File: config.mk
export PLATFORM = sky130hd
export DESIGN_NAME = mul12_share_arbiter
export DESIGN_NICKNAME = d
export VERILOG_FILES = /design/src/rtl/mul12_share_arbiter.sv
export SDC_FILE = /design/constraint.sdc
export NUM_CORES = 1
export LEC_CHECK = 0
export BUFFER_PORTS_ARGS = -buffer_cell sky130_fd_sc_hd__buf_4
export CAP_MARGIN = 20
export CORE_UTILIZATION = 35
export DETAILED_ROUTE_END_ITERATION = 7
export GPL_TIMING_DRIVEN = 0
export PLACE_DENSITY = 0.72
export RECOVER_POWER = 100
export SETUP_SLACK_MARGIN = 0.5
export SLEW_MARGIN = 20
export SYNTH_ARGS = -nofsm -noshare
export SYNTH_HDL_FRONTEND = slang
export SYNTH_SLANG_ARGS = --single-unit
File: constraint.sdc
create_clock -name clk -period 6.43 [get_ports clk]
set_clock_uncertainty 0.2 [all_clocks]
set_input_delay 0.643 -clock clk [delete_from_list [all_inputs] [get_ports clk]]
set_output_delay 0.643 -clock clk [all_outputs]
set_load 0.05 [all_outputs]
File: src/rtl/mul12_share_arbiter.sv
// mul12_share_arbiter
// Shares one external combinational 12x12 unsigned multiplier among NREQ
// requesters. Requests are granted round-robin, operands are registered onto
// the multiplier for MUL_LAT cycles, and the product is captured into a single
// response buffer tagged with the owning requester id.
//
// Build option: define MUL_ARB_FIXED_PRIO_EN to replace round-robin with fixed
// priority (lowest index wins; the rr pointer then stays at its reset value).

module mul12_share_arbiter #(
    parameter int NREQ    = 4,
    parameter int IDW     = 2,
    parameter int MUL_LAT = 1
) (
    input  logic                 clk,
    input  logic                 rst_n,
    input  logic [NREQ-1:0]      req_valid_in,
    output logic [NREQ-1:0]      req_ready_out,
    input  logic [NREQ*12-1:0]   req_x_in,
    input  logic [NREQ*12-1:0]   req_y_in,
    output logic [11:0]          mul_x_out,
    output logic [11:0]          mul_y_out,
    input  logic [23:0]          mul_result_in,
    output logic                 rsp_valid_out,
    output logic [IDW-1:0]       rsp_id_out,
    output logic [23:0]          rsp_data_out,
    input  logic                 rsp_ready_in,
    output logic                 busy_out
);

    typedef enum logic [1:0] {
        IDLE = 2'd0,
        EXEC = 2'd1,
        RESP = 2'd2
    } state_t;

    // Reset pointer value so that requester 0 is searched first.
    localparam logic [IDW-1:0] RR_RST = IDW'(NREQ - 1);
    localparam logic [2:0]     LAT_LD = 3'(MUL_LAT - 1);

    state_t            state_q, state_d;
    logic [IDW-1:0]    rr_q, rr_d;
    logic [IDW-1:0]    id_q, id_d;
    logic [2:0]        lat_q, lat_d;
    logic [11:0]       mul_x_q, mul_x_d;
    logic [11:0]       mul_y_q, mul_y_d;
    logic              rsp_valid_q, rsp_valid_d;
    logic [IDW-1:0]    rsp_id_q, rsp_id_d;
    logic [23:0]       rsp_data_q, rsp_data_d;
    logic              busy_q, busy_d;

    logic              win_open_s;
    logic [IDW:0]      pick_s;
    logic              found_s;
    logic [IDW-1:0]    gnt_idx_s;
    logic [NREQ-1:0]   ready_s;
    logic              accept_s;

    // Returns {found, index} of the winning requester. The loop runs from the
    // farthest candidate to the nearest so the nearest valid one is kept last.
    function automatic logic [IDW:0] pick_f(input logic [NREQ-1:0] v,
                                            input logic [IDW-1:0]  ptr);
        logic [IDW:0] r;
        int           idx;
        r = '0;
        for (int k = NREQ; k >= 1; k--) begin
`ifdef MUL_ARB_FIXED_PRIO_EN
            idx = k - 1;
`else
            idx = (int'(ptr) + k) % NREQ;
`endif
            if (v[IDW'(idx)]) begin
                r = {1'b1, IDW'(idx)};
            end else begin
                r = r;
            end
        end
        return r;
    endfunction

    // Grant window and one-hot ready; forced low while reset is asserted.
    always_comb begin
        win_open_s = (state_q == IDLE) || ((state_q == RESP) && rsp_ready_in);
        pick_s     = pick_f(req_valid_in, rr_q);
        found_s    = pick_s[IDW];
        gnt_idx_s  = pick_s[IDW-1:0];
        ready_s    = '0;
        if (rst_n && win_open_s && found_s) begin
            ready_s = NREQ'(1) << gnt_idx_s;
        end else begin
            ready_s = '0;
        end
        accept_s = |(req_valid_in & ready_s);
    end

    // Next-state and next-output computation for the transaction FSM.
    always_comb begin
        state_d     = state_q;
        rr_d        = rr_q;
        id_d        = id_q;
        lat_d       = lat_q;
        mul_x_d     = mul_x_q;
        mul_y_d     = mul_y_q;
        rsp_valid_d = rsp_valid_q;
        rsp_id_d    = rsp_id_q;
        rsp_data_d  = rsp_data_q;

        case (state_q)
            IDLE: begin
                rsp_valid_d = 1'b0;
            end
            EXEC: begin
                if (lat_q == 3'd0) begin
                    rsp_data_d  = mul_result_in;
                    rsp_id_d    = id_q;
                    rsp_valid_d = 1'b1;
                    state_d     = RESP;
                end else begin
                    lat_d = lat_q - 3'd1;
                end
            end
            RESP: begin
                if (rsp_ready_in) begin
                    rsp_valid_d = 1'b0;
                    state_d     = IDLE;
                end else begin
                    rsp_valid_d = 1'b1;
                end
            end
            default: begin
                state_d     = IDLE;
                rsp_valid_d = 1'b0;
            end
        endcase

        // An accept can only happen in an open window (IDLE or draining RESP),
        // so it overrides the IDLE/RESP transitions chosen above.
        if (accept_s) begin
            mul_x_d = req_x_in[12*gnt_idx_s +: 12];
            mul_y_d = req_y_in[12*gnt_idx_s +: 12];
            id_d    = gnt_idx_s;
`ifdef MUL_ARB_FIXED_PRIO_EN
            rr_d    = rr_q;
`else
            rr_d    = gnt_idx_s;
`endif
            lat_d   = LAT_LD;
            state_d = EXEC;
        end else begin
            rr_d = rr_d;
        end

        busy_d = (state_d != IDLE);
    end

    // State and registered-output flops; reset drops any in-flight work.
    always_ff @(posedge clk or negedge rst_n) begin
        if (!rst_n) begin
            state_q     <= IDLE;
            rr_q        <= RR_RST;
            id_q        <= '0;
            lat_q       <= 3'd0;
            mul_x_q     <= 12'd0;
            mul_y_q     <= 12'd0;
            rsp_valid_q <= 1'b0;
            rsp_id_q    <= '0;
            rsp_data_q  <= 24'd0;
            busy_q      <= 1'b0;
        end else begin
            state_q     <= state_d;
            rr_q        <= rr_d;
            id_q        <= id_d;
            lat_q       <= lat_d;
            mul_x_q     <= mul_x_d;
            mul_y_q     <= mul_y_d;
            rsp_valid_q <= rsp_valid_d;
            rsp_id_q    <= rsp_id_d;
            rsp_data_q  <= rsp_data_d;
            busy_q      <= busy_d;
        end
    end

    assign req_ready_out = ready_s;
    assign mul_x_out     = mul_x_q;
    assign mul_y_out     = mul_y_q;
    assign rsp_valid_out = rsp_valid_q;
    assign rsp_id_out    = rsp_id_q;
    assign rsp_data_out  = rsp_data_q;
    assign busy_out      = busy_q;

endmodule

# --- Yosys cells after proc, flatten, opt, wreduce, memory -nomap -nowiden ---
# Index checks and enable logic that the tools add are counted.
totals:
  out_inout_bits: 56
  wordCells: 66
  register_bits: 61
  in_bits: 127
op_classes:
  add_sub_neg: 5
  n_eq_ne: 4
  bitwise: 1
  shifts: 3
  mux: 27
  reduce_logical: 11
  mul: 1
  order_cmp: 4
ops:
  columns: ["operator", "count"]
  rows:
  - ["indexed part select 48 x 7 -> 12 bit", 2]
  - ["2-to-1 mux 3 bit", 7]
  - ["< comparator 2 x 4 -> 1 bit, second input constant", 4]
  - ["2-to-1 mux 1 bit", 10]
  - ["binary-select mux 1 bit (select 2 bit)", 4]
  - ["2-to-1 mux 2 bit", 3]
  - ["one-hot mux 2 bit (3 select lines)", 1]
  - ["adder 2 x 1 -> 2 bit, second input constant", 2]
  - ["adder 2 bit, second input constant", 2]
  - ["AND 4 bit", 1]
  - ["multiplier 2 x 2 -> 4 bit, first input constant", 1]
  - ["2-to-1 mux 4 bit", 1]
  - ["inequality test 2 bit, second input constant", 2]
  - ["AND reduction 2 bit", 2]
  - ["nonzero test 2 bit", 2]
  - ["OR reduction 4 bit", 1]
  - ["left shift 1 x 2 -> 4 bit, first input constant", 1]
  - ["logical AND 1 bit", 3]
  - ["zero test 3 bit", 1]
  - ["subtractor 3 x 1 -> 3 bit, second input constant", 1]
  - ["== test 2 x 1 -> 1 bit, second input constant", 1]
  - ["== test 2 bit, second input constant", 1]
  - ["zero test 2 bit", 1]
  - ["one-hot mux 1 bit (2 select lines)", 1]
  - ["logical OR 1 bit", 1]

# --- Longest topological paths before layout ---
# Gate-level depths: netlist (run 1).
logic_depth:
  depth_word: 14
  mapped_depth: 9
  depth_no_buf: 7

# --- Worst setup path before layout (run 1) ---
# Ideal clock, no wire load.
synth_timing:
  path_type: "input to output"
  startpoint: "input port rsp_ready_in"
  endpoint: "output port req_ready_out[0]"
  t_arrival_ps: 2230
  path_slack_ps: 3357
  t_required_ps: 5587
  path_buffers: 2
  cell_stages: 6
  path_cell_list: "a21oi_1 > nor3b_2 > a21bo_1 > buf_2 > buf_6 > nor2_1"
synth_between:
  elab_chain_cells: 5
synth_lines:
  columns: ["element", "line", "rtl"]
  rows:
  - ["start: declaration", "27", "input logic rsp_ready_in,"]
  - ["logical AND 1 bit", "83", "win_open_s = (state_q == IDLE) || ((state_q == RESP) && rsp_ready_in);"]
  - ["logical OR 1 bit", "83", null]
  - ["logical AND 1 bit (2 in a row)", "88", "if (rst_n && win_open_s && found_s) begin"]
  - ["2-to-1 mux 4 bit", "88", null]
  - ["end: declaration", "18", "output logic [NREQ-1:0] req_ready_out,"]
# Every way passes these cells.

# --- Worst setup path in the final report (run 1) ---
layout_timing:
  startpoint: "input port rst_n"
  endpoint: "output port req_ready_out[1]"
layout_between:
  elab_chain_cells: 3
layout_lines:
  columns: ["element", "line", "rtl"]
  rows:
  - ["start: declaration", "16", "input logic rst_n,"]
  - ["logical AND 1 bit (2 in a row)", "88", null]
  - ["2-to-1 mux 4 bit", "88", null]
# Every way passes these cells.

==> out/summary.txt, run 1 <==
status: finished, final reports clean
PortBufs: 182
mux contribution to synthesized area: 8.37%
Rows: 36
vias: 3,410
Starting Density: 36.5%
Reg-to-Reg Start: state_q[0]$_DFF_PN0_
DR DRC count: 0
VDD IR-drop max: 0.218 mV
maximum fanout along the worst path: 63
initial antenna violation count: 0
Critical Path RT: 5.59 ns
Die W: 103 um
clk slew on worst S/H paths: 0.07 ns
GPL Wtd Cong: 0.846
final hold violations: 0
via density per instance: 5.17
hold_ws: 0.188 ns
clock root buffer: clkbuf_8
layout overhead on the synthesized area: 39.0%
PwrDens: 516 mW/mm2
Setup crit end: req_ready_out[1]
HPWL after detailed placement: 8740 um
total CTS buffers: 9
Mapped Area: 0.00360 mm2
Rel. slew slack: 27.5%
Die ar.: 0.0107 mm2
Post-Layout Cell Count: 659
worst path cell trace: buf_4 -> nor3b_1 -> a21bo_1 -> clkbuf_1 -> clkbuf_1 -> nor2_1 -> clkbuf_1
Largest stage delay, worst path: 0.95 ns
Crit. End Element: primary output
Post-synth ARST share: 100%
Placed Instances: 643
RSZ-0062 raised after global routing: no
Synth Area in Compound Gates: 21.8%
CP arrival: 3.70 ns
number of gates resized after CTS: 0
# fillers: 972
post-CTS setup buffers: 0
Total Routed Length: 11,500 um
H-tree levels: 3
Final setup viols: 0
core area: 0.00986 mm2
syn_nets: 461
most used cell, CP: clkbuf_1
Synth Area in XOR/XNOR: 0.486%
Primary FF master, synth: dfrtp_1
Post-Synth Adder-Cell Area: 2.08%
Hold WC Path Type: in2async
R2R depth: 9
# hold bufs at CTS: 0
1st-pass router iterations: 5
register bit total from synthesis: 61
largest family of logic cells by synthesized area: compound AO/OA/AOI/OAI gates
# IOs: 183
Startpoint Class: input port
Die H: 103 um
Fmax: 220 MHz
Simple-Gate Fraction of Synth Area: 18.5%
Pleak: 2.33 nW
global-route wire length before repair: 16,400 um
Crit-path slowest cell: nor3b_1
WL/cell: 17.4 um
clk buf depth: 2
CP Launch Point: rst_n
r2r setup slk: 3.13 ns
fin crit period: 4.54 ns
vias in the first global route: 3,364
setup TNS: 0 ns
Post-synth EDFFs: 0
count of cell types in the netlist: 41
R2R Path End: mul_y_out[9]$_DFFE_PN0P_
Synth Instances: 328
Final Max Tran Viols: 0
worst skew pair latency: 0.34 ns
Final Net Count: 654
DRT iter0 DRCs: 101
crit path kind: in2out
# clock sinks: 61
Synth Warn #: 0
final antenna-violating net count: 0
Final Cycle Share: 70.6%
antenna cells: 0
share of cells above drive strength 1: 39.9%
max cap viols: 0
final setup margin: 1.89 ns
CTS tree: yes
gr ovfl total: 0
Seq/Total Area, Yosys: 42.4%
Slew @ Worst Pin: 1.08 ns
largest net degree at the start of global routing: 64
Place WS: 2.64 ns
Synth Area per Inst: 11.0 um2
Tot GR Track Use: 20.6%
==> sequential cells by signal (all words and copies together) (netlist names) <==
| signal | count |
|---|---|
| rsp_data_out | 24 |
| mul_x_out | 12 |
| mul_y_out | 12 |
| lat_q | 3 |
| id_q | 2 |
| rr_q | 2 |
| rsp_id_out | 2 |
| state_q | 2 |
| busy_out | 1 |
| rsp_valid_out | 1 |
==> kinds of logic (layout without fill, tap and decap cells) <==
group,after synthesis,after routing
compound gates,68,68
xor+xnor,2,2
fa+ha+maj,6,6
buf+inv,40,238
flops,61,61
mux,27,27
simple gates,124,124
==> metrics by stage <==
step                power, mW  instance area, um2  utilization, %
finish                   2.58                5010            50.7
global placement         2.38                5130            52.1
detailed placement       2.42                5130            52.1
CTS                      2.80                5340            54.1
global route             2.74                5010            50.7
floorplan                1.90                3600               -
==> cell type report <==
type / count / area (um2) / area share [%]
multi-input combinational: 227 / 1740 / 34.7
sequential: 61 / 1530 / 30.5
timing repair buffer: 182 / 1160 / 23.2
buffer: 31 / 174 / 3.47
tap: 133 / 166 / 3.32
clock buffer: 11 / 131 / 2.62
clock inverter: 5 / 75.1 / 1.50
inverter: 9 / 33.8 / 0.675
==> power breakdown <==
group | internal [mW] | total, mW | leakage, nW | switching, mW
sequential | 0.584 | 0.687 | 0.704 | 0.103
combinational | 0.439 | 1.53 | 1.52 | 1.09
clock | 0.217 | 0.367 | 0.107 | 0.150
total | 1.24 | 2.58 | 2.33 | 1.35
==> layout by cell type, fill, tap and decap left out, types with 3 or more instances in the layout <==
master    instances
and3_1           48
nand2_1           5
clkbuf_1         72
nor2_1           35
ha_1              6
dfrtp_1          59
a221oi_2         20
o21ai_0           3
a221oi_1         28
buf_4           131
clkbuf_8          9
buf_6             4
nor3_1           24
clkinv_2          3
inv_1             9
a21oi_1           4
buf_2             7
nor2b_1           3
mux2_2           25
==> worst min-delay path by stage <==
stage                               from                   endpoint  cells past startpoint
2_1_floorplan                      rst_n         busy_out$_DFF_PN0_                      0
3_3_place_gp   rsp_id_out[1]$_DFFE_PN0P_  rsp_id_out[1]$_DFFE_PN0P_                      2
3_5_place_dp   rsp_id_out[1]$_DFFE_PN0P_  rsp_id_out[1]$_DFFE_PN0P_                      2
4_1_cts                            rst_n   mul_y_out[4]$_DFFE_PN0P_                      1
5_1_grt                            rst_n   mul_y_out[5]$_DFFE_PN0P_                      1
6_report                           rst_n   mul_y_out[4]$_DFFE_PN0P_                      1
==> synthesized netlist by cell type (5+ instances only) <==
master	number	area share, %
nor3_1	24	3.3
buf_6	6	1.9
a221oi_1	12	2.9
dfrtp_1	59	41
clkbuf_1	9	0.94
nor2_1	35	3.6
mux2_2	25	7.8
buf_2	10	1.4
inv_1	9	0.94
and3_1	48	8.3
a221oi_2	36	15
nand2_1	5	0.52
ha_1	6	2.1
==> routing by layer <==
metal,track usage [%],vias up,share of wire (%),wire length [um]
met3,4.10,22,7.5,863
li1,-,1627,-,-
met1,22.8,1600,38,4400
met5,0,-,0,0
met4,9.75,0,2.2,250
met2,37.9,161,52,5940
==> critical path, delay by kind of cell <==
kind	cells	cell delay (ns)
AOI/OAI and AO/OA	1	0.29
buffers and inverters	4	1.62
and+or+nand+nor	2	1.09
No activity file was read; power rests on OpenSTA's default activity.
==> run 2, diff against run 1 <==
PLACE_DENSITY = 0.75   (was 0.72)
clock period = 4.06 ns   (was 6.43 ns; I/O delays follow)
==> run 2 against run 1 <==
  * The flow now finishes with violations (max-capacitance violations)
  * Largest power group unchanged
  * Global-route usage rose by 0.69 points
  * First-iteration DRC count shrank 23%
  * Power increased by 58%
  * Core utilization rose by 0.28 points
==> out/summary.txt, run 2 (synthesized netlist as in run 1, its figures left out) <==
status: finished with violations
failing checks: max-capacitance violations
Total Routed Length: 11,300 um
Hold Path End: rsp_data_out[5]$_DFFE_PN0P_
core area: 0.00986 mm2
WL/cell: 17.1 um
CP arrival: 2.91 ns
final hold violations: 0
GPL Wtd Cong: 0.775
Layout Cell Area excl Fill: 0.00503 mm2
share of cells above drive strength 1: 40.7%
Slew @ Worst Pin: 1.49 ns
most used cell, CP: clkbuf_1
Final Cycle Share: 86.6%
Die ar.: 0.0107 mm2
Fmax: 284 MHz
VDD IR-drop max: 0.439 mV
final core occ: 51.0%
Rel. slew slack: 0.987%
Crit-path slowest cell: dlygate4sd3_1
crit path kind: in2out
total CTS buffers: 9
Starting Density: 36.5%
DR DRC count: 0
clk buf depth: 2
Final setup viols: 0
max cap viols: 1
Rows: 36
vias: 3,424
# clock sinks: 61
final antenna-violating net count: 0
Critical Path RT: 3.45 ns
layout overhead on the synthesized area: 39.7%
worst skew pair latency: 0.35 ns
Final Max Tran Viols: 0
Die H: 103 um
HPWL after detailed placement: 8650 um
fin crit period: 3.52 ns
via density per instance: 5.18
H-tree levels: 3
Startpoint Class: input port
Largest stage delay, worst path: 0.52 ns
worst path cell trace: dlygate4sd3_1 -> clkbuf_1 -> nor2b_1 -> nand3_1 -> clkbuf_1 -> nor2_1 -> clkbuf_1
R2R depth: 9
hold_ws: 0.0811 ns
global-route wire length before repair: 17,200 um
Crit. End Element: primary output
met2 global-route usage: 38.4%
initial antenna violation count: 0
Min-Delay Path Depth: 2
RSZ-0062 raised after global routing: no
# hold bufs at CTS: 2
1st-pass router iterations: 4
# IOs: 183
area of the multi-input gates: 0.00174 mm2
Die W: 103 um
post-CTS setup buffers: 0
Post-DP Area: 0.00513 mm2
most frequent cells in the layout: buf_4, clkbuf_1, dfrtp_1
# fillers: 980
Pleak: 2.34 nW
worst hold path startpoint: mul_result_in[5]
R2R Path End: mul_x_out[11]$_DFFE_PN0P_
PwrDens: 813 mW/mm2
clk slew on worst S/H paths: 0.08 ns
met1 Use GR: 25.8%
max reg flops: 24
antenna cells: 0
Hold WC Path Type: in2reg
most common cell after layout, fill and taps aside: buf_4
global-route layer with the greatest usage: met2
Final Net Count: 656
gr ovfl total: 0
vias in the first global route: 3,518
CTS tree: yes
setup TNS: 0 ns
DRT iter0 DRCs: 78
Reg-to-Reg Start: state_q[0]$_DFF_PN0_
GR Util met3: 3.83%
Tot GR Track Use: 21.3%
maximum fanout along the worst path: 10
clock root buffer: clkbuf_8
r2r setup slk: 1.29 ns
largest net degree at the start of global routing: 60
number of gates resized after CTS: 0
register area: 0.00153 mm2
PortBufs: 182
[run 2: cell count changes in the layout (fill, tap and decap cells not counted)]
cell and delta:
nor3b_1 -1, buf_6 +1, clkbuf_2 +1, inv_6 +2, clkinv_2 -3, bufinv_16 -1, nor3b_2 +1, dlygate4sd3_1 +1
clkbuf_1 -3, clkinv_4 +4
[run 2: worst max-delay path by stage]
stage | startpoint | end | cells past startpoint
3_5_place_dp | rst_n | req_ready_out[1] | 7
5_1_grt | rst_n | req_ready_out[2] | 7
3_3_place_gp | rst_n | req_ready_out[1] | 7
6_report | rst_n | req_ready_out[2] | 7
4_1_cts | state_q[0]$_DFF_PN0_ | req_ready_out[1] | 9
2_1_floorplan | state_q[0]$_DFF_PN0_ | req_ready_out[0] | 8
[run 2: through the flow]
| stage | cells | total power [mW] | worst slack [ns] |
|---|---|---|---|
| 5_1_grt | 661 | 4.34 | 0.357 |
| 2_1_floorplan | 328 | 3.00 | 1.23 |
| 3_3_place_gp | 643 | 3.76 | 0.756 |
| 3_5_place_dp | 643 | 3.84 | 0.777 |
| 4_1_cts | 661 | 4.43 | 0.822 |
| 6_report | 661 | 4.09 | 0.543 |
[run 2: power by group]
part           switching (mW)  internal (mW)
sequential              0.170          0.924
combinational            1.72          0.701
clock                   0.282          0.292
[run 2: cell type report]
type | instances | share of cell area, %
Multi-Input combinational cell | 227 | 34.6
Clock buffer | 9 | 2.46
Inverter | 9 | 0.671
Tap cell | 133 | 3.31
Sequential cell | 61 | 30.4
Clock inverter | 7 | 1.64
Timing Repair Buffer | 184 | 23.3
Buffer | 31 | 3.60
[run 2: critical path, delay by kind of cell]
| kind | cells | cell delay [ns] |
|---|---|---|
| buffers and inverters | 4 | 1.71 |
| AND/OR/NAND/NOR | 3 | 0.79 |
[run 2: per-layer routing]
layer | wire (um) | vias to the layer above
met5 | 0 | -
met4 | 123 | 0
met3 | 627 | 13
met2 | 5860 | 119
met1 | 4720 | 1656
li1 | - | 1636
